$ cat src/rtl/booth_pkg.sv
`default_nettype none
// ============================================================================
//  Module      : booth_pkg
//  Description : Shared types, constants and helpers for the radix-4 Booth
//                multiplier family.
//  Revision    : 1.1 - mode type and partial-product count helper added
// ============================================================================
package booth_pkg;

    // Legacy constants kept for existing fixed-width users.
    localparam int numbit  = 11;
    localparam int pp_deep = numbit / 2 + 1;

    // Per-transaction operand interpretation.
    typedef enum logic {
        MODE_UNSIGNED = 1'b0,
        MODE_SIGNED   = 1'b1
    } mult_mode_e;

    // Number of radix-4 Booth digits for an operand of the given width.
    function automatic int calc_pp_deep(input int width);
        return width / 2 + 1;
    endfunction

endpackage
`default_nettype wire

$ cat src/rtl/booth_pp_gen.sv
`default_nettype none
// ============================================================================
//  Module      : booth_pp_gen
//  Description : Radix-4 Booth partial-product generator. Takes operands
//                already extended to NUMBIT+2 bits and produces PP_DEEP
//                shifted, one's-complemented partial products plus the
//                +1 correction vector that completes each negation.
//  Revision    : 1.1 - parametrised width, signed/unsigned via extension
// ============================================================================
module booth_pp_gen
    import booth_pkg::*;
#(
    parameter  int NUMBIT  = 11,
    localparam int PP_DEEP = calc_pp_deep(NUMBIT)
) (
    input  logic [NUMBIT+1:0]                  a_ext_i,
    input  logic [NUMBIT+1:0]                  b_ext_i,
    output logic [PP_DEEP-1:0][2*NUMBIT-1:0]   pp_o,
    output logic [2*NUMBIT-1:0]                corr_o
);
    localparam int EXT_W = NUMBIT + 2;
    localparam int PW    = 2 * NUMBIT;
    localparam int BP_W  = 2 * PP_DEEP + 1;

    // Multiplier with the implicit b[-1] = 0 appended at the bottom.
    logic [BP_W-1:0]    b_pad_w;
    logic [PW-1:0]      a1_w;
    logic [PW-1:0]      a2_w;
    logic [PP_DEEP-1:0] neg_w;

    // Extended operand is already correct for its mode; widen by its top bit.
    assign a1_w = {{(PW - EXT_W){a_ext_i[EXT_W-1]}}, a_ext_i};
    assign a2_w = a1_w << 1;

    // For odd widths the digits stop one bit short of the extended top bit,
    // which is only a repeat of the bit below it.
    if (BP_W == EXT_W + 1) begin : g_even
        assign b_pad_w = {b_ext_i, 1'b0};
    end else begin : g_odd
        logic unused_top_w;
        assign b_pad_w      = {b_ext_i[EXT_W-2:0], 1'b0};
        assign unused_top_w = b_ext_i[EXT_W-1];
    end

    for (genvar i = 0; i < PP_DEEP; i++) begin : g_pp
        logic [2:0]    trip_w;
        logic [PW-1:0] mag_w;

        assign trip_w = b_pad_w[2*i+2 -: 3];

        // Digit magnitude select: 0, A or 2A.
        always_comb begin
            mag_w = '0;
            case (trip_w)
                3'b001, 3'b010, 3'b101, 3'b110: mag_w = a1_w;
                3'b011, 3'b100:                 mag_w = a2_w;
                default:                        mag_w = '0;
            endcase
        end

        // Negative digits (100, 101, 110); 111 is a zero digit.
        assign neg_w[i] = trip_w[2] & ~(trip_w[1] & trip_w[0]);
        assign pp_o[i]  = (mag_w ^ {PW{neg_w[i]}}) << (2 * i);
    end

    // Each negated row needs +1 at its own weight to become two's complement.
    always_comb begin
        corr_o = '0;
        for (int k = 0; k < PP_DEEP; k++) begin
            corr_o[2*k] = neg_w[k];
        end
    end

endmodule
`default_nettype wire

$ cat src/rtl/booth_mult_pipe.sv
`default_nettype none
// ============================================================================
//  Module      : booth_mult_pipe
//  Description : Three-stage pipelined radix-4 Booth multiplier with a
//                valid/ready stream interface and per-transaction signed or
//                unsigned operands. S1 holds operands, S2 the carry-save
//                rows, S3 the final product. Back-pressure freezes all stages.
//  Revision    : 1.1 - pipelined, handshaked, signed/unsigned
// ============================================================================
module booth_mult_pipe
    import booth_pkg::*;
#(
    parameter  int NUMBIT  = 11,
    localparam int PP_DEEP = calc_pp_deep(NUMBIT)
) (
    input  logic                  clk,
    input  logic                  rst_n,
    input  logic                  in_valid,
    output logic                  in_ready,
    input  logic [NUMBIT-1:0]     in_a,
    input  logic [NUMBIT-1:0]     in_b,
    input  logic                  in_signed,
    output logic                  out_valid,
    input  logic                  out_ready,
    output logic [2*NUMBIT-1:0]   out_p
);
    localparam int EXT_W = NUMBIT + 2;
    localparam int PW    = 2 * NUMBIT;

    logic                       stall_w;
    logic                       advance_w;

    // S1: operands and mode
    logic                       v1_q;
    logic [NUMBIT-1:0]          a1_q;
    logic [NUMBIT-1:0]          b1_q;
    mult_mode_e                 mode1_q;

    logic                       sx_a_w;
    logic                       sx_b_w;
    logic [EXT_W-1:0]           a_ext_w;
    logic [EXT_W-1:0]           b_ext_w;
    logic [PP_DEEP-1:0][PW-1:0] pp_w;
    logic [PW-1:0]              corr_w;

    // S2: carry-save rows
    logic [PW-1:0]              csa_t_w;
    logic [PW-1:0]              sum_d;
    logic [PW-1:0]              carry_d;
    logic                       v2_q;
    logic [PW-1:0]              sum_q;
    logic [PW-1:0]              carry_q;

    // S3: product
    logic [PW-1:0]              p_d;
    logic                       v3_q;
    logic [PW-1:0]              p_q;

    // A held result blocks everything; bubbles are not squeezed out.
    assign stall_w   = v3_q & ~out_ready;
    assign advance_w = ~stall_w;
    assign in_ready  = advance_w;
    assign out_valid = v3_q;
    assign out_p     = p_q;

    // S1 capture: operands and their interpretation move together.
    always_ff @(posedge clk or negedge rst_n) begin
        if (!rst_n) begin
            v1_q    <= 1'b0;
            a1_q    <= '0;
            b1_q    <= '0;
            mode1_q <= MODE_UNSIGNED;
        end else if (advance_w) begin
            v1_q    <= in_valid;
            a1_q    <= in_a;
            b1_q    <= in_b;
            mode1_q <= mult_mode_e'(in_signed);
        end
    end

    // Two extra bits let the Booth digits cover the full unsigned range.
    assign sx_a_w  = (mode1_q == MODE_SIGNED) & a1_q[NUMBIT-1];
    assign sx_b_w  = (mode1_q == MODE_SIGNED) & b1_q[NUMBIT-1];
    assign a_ext_w = {{2{sx_a_w}}, a1_q};
    assign b_ext_w = {{2{sx_b_w}}, b1_q};

    booth_pp_gen #(
        .NUMBIT (NUMBIT)
    ) u_pp_gen (
        .a_ext_i (a_ext_w),
        .b_ext_i (b_ext_w),
        .pp_o    (pp_w),
        .corr_o  (corr_w)
    );

    // 3:2 compression of all partial products and the correction vector.
    always_comb begin
        sum_d   = pp_w[0];
        carry_d = corr_w;
        csa_t_w = '0;
        for (int k = 1; k < PP_DEEP; k++) begin
            csa_t_w = sum_d ^ carry_d ^ pp_w[k];
            carry_d = ((sum_d & carry_d) | (sum_d & pp_w[k]) | (carry_d & pp_w[k])) << 1;
            sum_d   = csa_t_w;
        end
    end

    // S2 capture of the carry-save pair.
    always_ff @(posedge clk or negedge rst_n) begin
        if (!rst_n) begin
            v2_q    <= 1'b0;
            sum_q   <= '0;
            carry_q <= '0;
        end else if (advance_w) begin
            v2_q    <= v1_q;
            sum_q   <= sum_d;
            carry_q <= carry_d;
        end
    end

    // Final carry-propagate add; overflow past 2*NUMBIT bits is discarded.
    assign p_d = sum_q + carry_q;

    // S3 capture of the product.
    always_ff @(posedge clk or negedge rst_n) begin
        if (!rst_n) begin
            v3_q <= 1'b0;
            p_q  <= '0;
        end else if (advance_w) begin
            v3_q <= v2_q;
            p_q  <= p_d;
        end
    end

endmodule
`default_nettype wire
$ cat config.mk
export PLATFORM = sky130hd
export DESIGN_NAME = booth_mult_pipe
export DESIGN_NICKNAME = d
export VERILOG_FILES = /design/src/rtl/booth_pkg.sv /design/src/rtl/booth_pp_gen.sv /design/src/rtl/booth_mult_pipe.sv
export SDC_FILE = /design/constraint.sdc
export NUM_CORES = 1
export LEC_CHECK = 0
export BUFFER_PORTS_ARGS = -buffer_cell sky130_fd_sc_hd__clkbuf_2
export CAP_MARGIN = 30
export CORE_MARGIN = 2
export CORE_UTILIZATION = 60
export CTS_CLUSTER_DIAMETER = 60
export DETAILED_ROUTE_END_ITERATION = 6
export GPL_TIMING_DRIVEN = 0
export PLACE_DENSITY = 0.79
export SYNTH_ARGS = -nofsm -noshare
export SYNTH_HDL_FRONTEND = slang
export SYNTH_SLANG_ARGS = --single-unit
$ cat constraint.sdc
create_clock -name clk -period 4.75 [get_ports clk]
set_input_delay 0.2375 -clock clk [delete_from_list [all_inputs] [get_ports clk]]
set_output_delay 0.2375 -clock clk [all_outputs]
set_load 0.02 [all_outputs]
==> impl_metrics.tcl, run 1 <==
set metrics [dict create \
    run_status "finished clean" \
    synth_warnings 0 \
    cts_tree "done" \
    stdcell_area_um2 8367 \
    fin_tns_setup_ps 0 \
    diodes 0 \
    dieArea_um2 13500 \
    ys.flop_type "dfrtp_1" \
    drc 0 \
    wl_um 19240 \
    required_ps 4990 \
    syn_nets 1079 \
    vias_per_cell 5.626 \
    reg2reg_slack_ps 100 \
    post-route-period-util_pct 97.81 \
    yosysSeqAreaShare_pct 28.50 \
    dpl_worst_slack_ps 146.8 \
    crit_path_cell_trace "clkbuf_1 -> clkbuf_1 -> nand2_1 -> nand3_1 -> o21ai_0 -> fa_1 -> inv_1 -> fa_1 -> fa_1 -> fa_1 -> inv_1 -> fa_1 -> nand2_1 -> nand2_1" \
    hp-start "in_a[4]" \
    gp_congestion 0.9298 \
    clock-sinks 86 \
    rows 40 \
    slew_violations 0 \
    cts_buffers 9 \
    grt_usage_pct 30.95 \
    synth-seq-cells 86 \
    clkTransAtPathRegs_ps 70 \
    synth-edff-count 0 \
    dp_hpwl_um 14790 \
    tightestPinTransition_ps 909.5 \
    min_path_type "in2reg" \
    dr.pass1.iters 6 \
    r2r_cells 14 \
    fp.coreArea_um2 12160 \
    fmax_mhz 215.2 \
    wire_per_inst_um 16.13 \
    die_w_um 116.2 \
    netlist_area_um2 7552 \
    start_util_pct 62.10 \
    finalSetupViolations 0 \
    finalClockSkew_ps 6.426 \
    synth_most_common_cell "nand2_1" \
    synthesis.instances 957 \
    r2r-end "sum_q[11]" \
    cts_buffer_depth 2 \
    hold_viol_final 0 \
    avgSynthCellArea_um2 7.892 \
    layout-drive-gt1-share_pct 8.585 \
    grt_overflow 0 \
    drt_iter0_drc 574 \
    synthTopCellsByCount "nand2_1 (257), dfrtp_1 (86), nor2_1 (85), a21oi_1 (66), inv_1 (62)" \
    yosys.area.top_type "dfrtp_1" \
    max_slew_margin_pct 38.93 \
    worstPathMaxFanout 10 \
    max_stage_delay_ps 540 \
    grt_pass1_vias 6704 \
    die_h_um 116.2 \
    crit_slowest_cell "clkbuf_1" \
    crit_path_end_kind "register" \
    route.antenna.remaining_nets 0 \
    start_kind "register" \
    final_util_pct 68.80 \
    yosys.area.top_type_share_pct 28.50 \
    ys_types 52 \
    setup_ws_ps 104.1 \
    async_reset_ff_share_pct 100.0 \
    cp.arrival_ps 4890 \
    synth.area.top_cells "dfrtp_1 (28%), fa_1 (14%), nand2_1 (13%), ha_1 (7.1%), xnor2_1 (6.4%)" \
    num_vias 6712 \
    regToRegStartpoint "a1_q[10]" \
    min_to "a1_q[4]" \
    cap_violations 0 \
    worst_path_most_repeated_cell "fa_1" \
    dpl_cell_area_um2 8035 \
    antenna_found_initial 0 \
    area_growth_pct 10.79 \
    htreeDepth 3 \
    clock_latency_ps 360 \
    final.min_clock_period_ps 4646 \
    port_buffers 50 \
    clockRootBuffer "clkbuf_16" \
    fin_nets 1142 \
    worstHoldPathCells 3 \
    worstSetupPathType "reg2reg" \
    grt_max_degree 46 \
    grt_pass1_wl_um 32110 \
    pin_count 51 \
]
## placed cells by master, fill, tap and decap left out, types with 11 or more instances in the layout
master / Yosys / layout
nand2_1: 257 / 257
dfrtp_1: 86 / 86
nor2_1: 85 / 85
a21oi_1: 66 / 66
inv_1: 62 / 62
xnor2_1: 55 / 55
clkbuf_2: 1 / 52
fa_1: 52 / 52
clkbuf_1: 52 / 50
o21ai_0: 50 / 50
ha_1: 43 / 43
a211oi_1: 28 / 28
nand3_1: 12 / 12
buf_1: 11 / 11
a22o_1: 11 / 11
## metal layers
metal	GRT usage (%)	vias to the layer above	wire length, um
met5	0	-	0
met4	12.78	0	592
met3	5.241	50	1207
met2	55.28	251	9476
met1	37.19	3172	7961
li1	-	3239	-
## how the worst max path moves through the flow
stage             start         to  depth (start not counted)
3_3_place_gp    b1_q[1]  sum_q[10]                         15
6_report       a1_q[10]  sum_q[11]                         14
2_1_floorplan   b1_q[1]  sum_q[10]                         15
5_1_grt         b1_q[1]  sum_q[10]                         14
4_1_cts         b1_q[1]  sum_q[11]                         15
3_5_place_dp    b1_q[1]  sum_q[11]                         15
## through the flow
| stage | std cells | hold slack (ps) |
|---|---|---|
| after floorplan | 957 | -58.09 |
| after global placement | 1175 | 436.4 |
| after detailed placement | 1176 | 312.2 |
| after CTS | 1193 | 66.81 |
| after global routing | 1193 | 74.32 |
| final | 1193 | 70.17 |
## sequential cells by signal (all words and copies together) (netlist names), 11 cells and up
register / flops
sum_q: 22
a1_q: 11
b1_q: 11
out_p: 22
carry_q: 16
## cell families (layout without fill, tap and decap cells)
logic type	Yosys count	in the layout	synth area share, %
mux	2	2	0.2982
buf+inv	134	202	6.792
simple gates	378	378	19.85
xor+xnor	64	64	7.422
compound gates	197	197	16.10
fa+ha+maj	96	96	21.04
flops	86	86	28.50
## worst max-delay path, delay by kind of cell, from the launching register on
family	cells	cell delay (ps)
buffers and inverters	4	1140
flip-flops	1	340
adder cells (fa/ha/maj)	5	2460
AND/OR/NAND/NOR	4	440
AO/OA/AOI/OAI	1	140
## cell type report
| type | count | area, um^2 |
|---|---|---|
| Timing Repair Buffer | 52 | 282.8 |
| Fill cell | 1038 | 3795 |
| Clock inverter | 6 | 80.08 |
| Multi-Input combinational cell | 737 | 4887 |
| Clock buffer | 10 | 239.0 |
| Sequential cell | 86 | 2152 |
| Buffer | 71 | 279.0 |
| Tap cell | 168 | 210.2 |
| Inverter | 63 | 236.5 |
## timing repair
item                                    in CTS  in global routing
endpoints found under the setup margin       0                  7
hold endpoints to repair                    44                  0
hold buffers                                 1                  0
resized for setup                            0                  4
setup buffers                                0                  0
Power of run 1 is not shown: default switching activity piles up to over one toggle a cycle in this logic, so the estimate is an artifact.
==> run 2, diff against run 1 <==
- CTS_BUF_LIST: not set -> sky130_fd_sc_hd__clkbuf_8
==> impl_metrics.tcl, run 2 (synthesis gave the netlist of run 1 again) <==
set metrics [dict create \
    run_status "finished clean" \
    area_growth_pct 9.460 \
    dr_wl_met3_um 1314 \
    drt-met1-wl_um 7941 \
    fillers 1064 \
    die_h_um 116.2 \
    num_vias 6695 \
    layout-drive-gt1-share_pct 8.683 \
    cap_violations 0 \
    cts_setup_buffers 0 \
    fin_tns_setup_ps 0 \
    crit_path_cell_trace "ha_1 -> clkbuf_1 -> nor2b_1 -> clkbuf_1 -> a21oi_1 -> fa_1 -> inv_1 -> fa_1 -> fa_1 -> fa_1 -> inv_1 -> fa_1 -> nand2_1 -> nand2_1" \
    clockRootBuffer "clkbuf_8" \
    critPathLaunch "b1_q[1]" \
    final.min_clock_period_ps 4584 \
    dieArea_um2 13500 \
    slew_violations 0 \
    cts_buffers 9 \
    max_stage_delay_ps 550 \
    diodes 0 \
    vias_per_cell 5.612 \
    cts_buffer_depth 2 \
    stdcell_area_um2 8267 \
    hold_viol_final 0 \
    rows 40 \
    mostFrequentLayoutCells "nand2_1 (257), dfrtp_1 (86), nor2_1 (85)" \
    antenna_found_initial 0 \
    regToRegStartpoint "b1_q[1]" \
    met2_length_um 9401 \
    dpl_cell_area_um2 8035 \
    finalSetupViolations 0 \
    dpl_worst_slack_ps 146.8 \
    final_util_pct 67.97 \
    required_ps 5040 \
    clock-sinks 86 \
    clkTransAtPathRegs_ps 90 \
    port_buffers 50 \
    pin_count 51 \
    worst_path_most_repeated_cell "fa_1" \
    gp_congestion 0.9298 \
    max_slew_margin_pct 40.10 \
    die_w_um 116.2 \
    fp.coreArea_um2 12160 \
    setup_ws_ps 166.0 \
    grt_overflow 0 \
    htreeDepth 3 \
    wl_um 19190 \
    clock_latency_ps 390 \
    min_path_type "in2reg" \
    dp_hpwl_um 14790 \
    fmax_mhz 218.2 \
    grt_pass1_wl_um 31760 \
    post-route-period-util_pct 96.51 \
    hp-start "in_a[4]" \
    final_common_cell "nand2_1" \
    crit_slowest_cell "fa_1" \
    fin_nets 1142 \
    worstSetupPathType "reg2reg" \
    drt_iter0_drc 625 \
    crit_path_end_kind "register" \
    grt_pass1_vias 6654 \
    tightestPinTransition_ps 892.1 \
    finalClockSkew_ps 8.351 \
    grt_usage_pct 30.56 \
    drc 0 \
    start_util_pct 62.10 \
    cts_tree "done" \
    cp.arrival_ps 4870 \
    worstPathMaxFanout 10 \
    route.antenna.remaining_nets 0 \
    highest_layer "met4" \
    dr.pass1.iters 5 \
    wire_per_inst_um 16.09 \
    grt_max_degree 46 \
    start_kind "register" \
]
==> run 2: cell counts in the layout (fill, tap and decap cells not counted) <==
No cell type changed its count.
==> run 2: what timing repair did <==
| action | in CTS | in global routing |
|---|---|---|
| resized for setup | 0 | 6 |
| setup endpoints to repair | 0 | 8 |
| endpoints found under the hold margin | 44 | 0 |
| hold buffers | 1 | 0 |
==> run 2: metal layers <==
metal  track usage [%]  vias up
met5                 0        -
met4             12.46        0
met3             6.694       46
met2             53.68      246
met1             36.57     3170
li1                  -     3233
==> run 2: area by class of cell <==
type | count | area [um^2] | area share, %
inverters | 63 | 236.5 | 2.861
multi-input cells | 737 | 4887 | 59.12
clock inverters | 6 | 80.08 | 0.9687
flip-flops and latches | 86 | 2152 | 26.03
clock buffers | 10 | 137.6 | 1.665
well taps | 168 | 210.2 | 2.543
plain buffers | 71 | 280.3 | 3.390
repair buffers | 52 | 282.8 | 3.421
==> run 2: critical path, delay by kind of cell (launching register included) <==
| family | cells | cell delay, ps |
|---|---|---|
| and+or+nand+nor | 3 | 460 |
| adders and majority gates | 6 | 2710 |
| DFF | 1 | 460 |
| AOI/OAI and AO/OA | 1 | 170 |
| buffers and inverters | 4 | 670 |
==> run 2: worst paths after layout <==
check	slack [ps]	end	cells past startpoint
setup / recovery	170	sum_q[11]	14
hold / removal	30	a1_q[4]	3
setup reg to reg	170	sum_q[11]	14
hold reg to reg	470	out_p[4]	2
max in group asynchronous	3690	b1_q[1]	3
min in group asynchronous	410	out_p[9]	2
==> run 2: stage by stage <==
stage	instances	hold WS, ps
after floorplan	957	-58.09
after global placement	1175	436.4
after detailed placement	1176	312.2
after CTS	1193	20.76
after global routing	1193	28.99
final	1193	32.38
Power of run 2 is left out for the same reason.
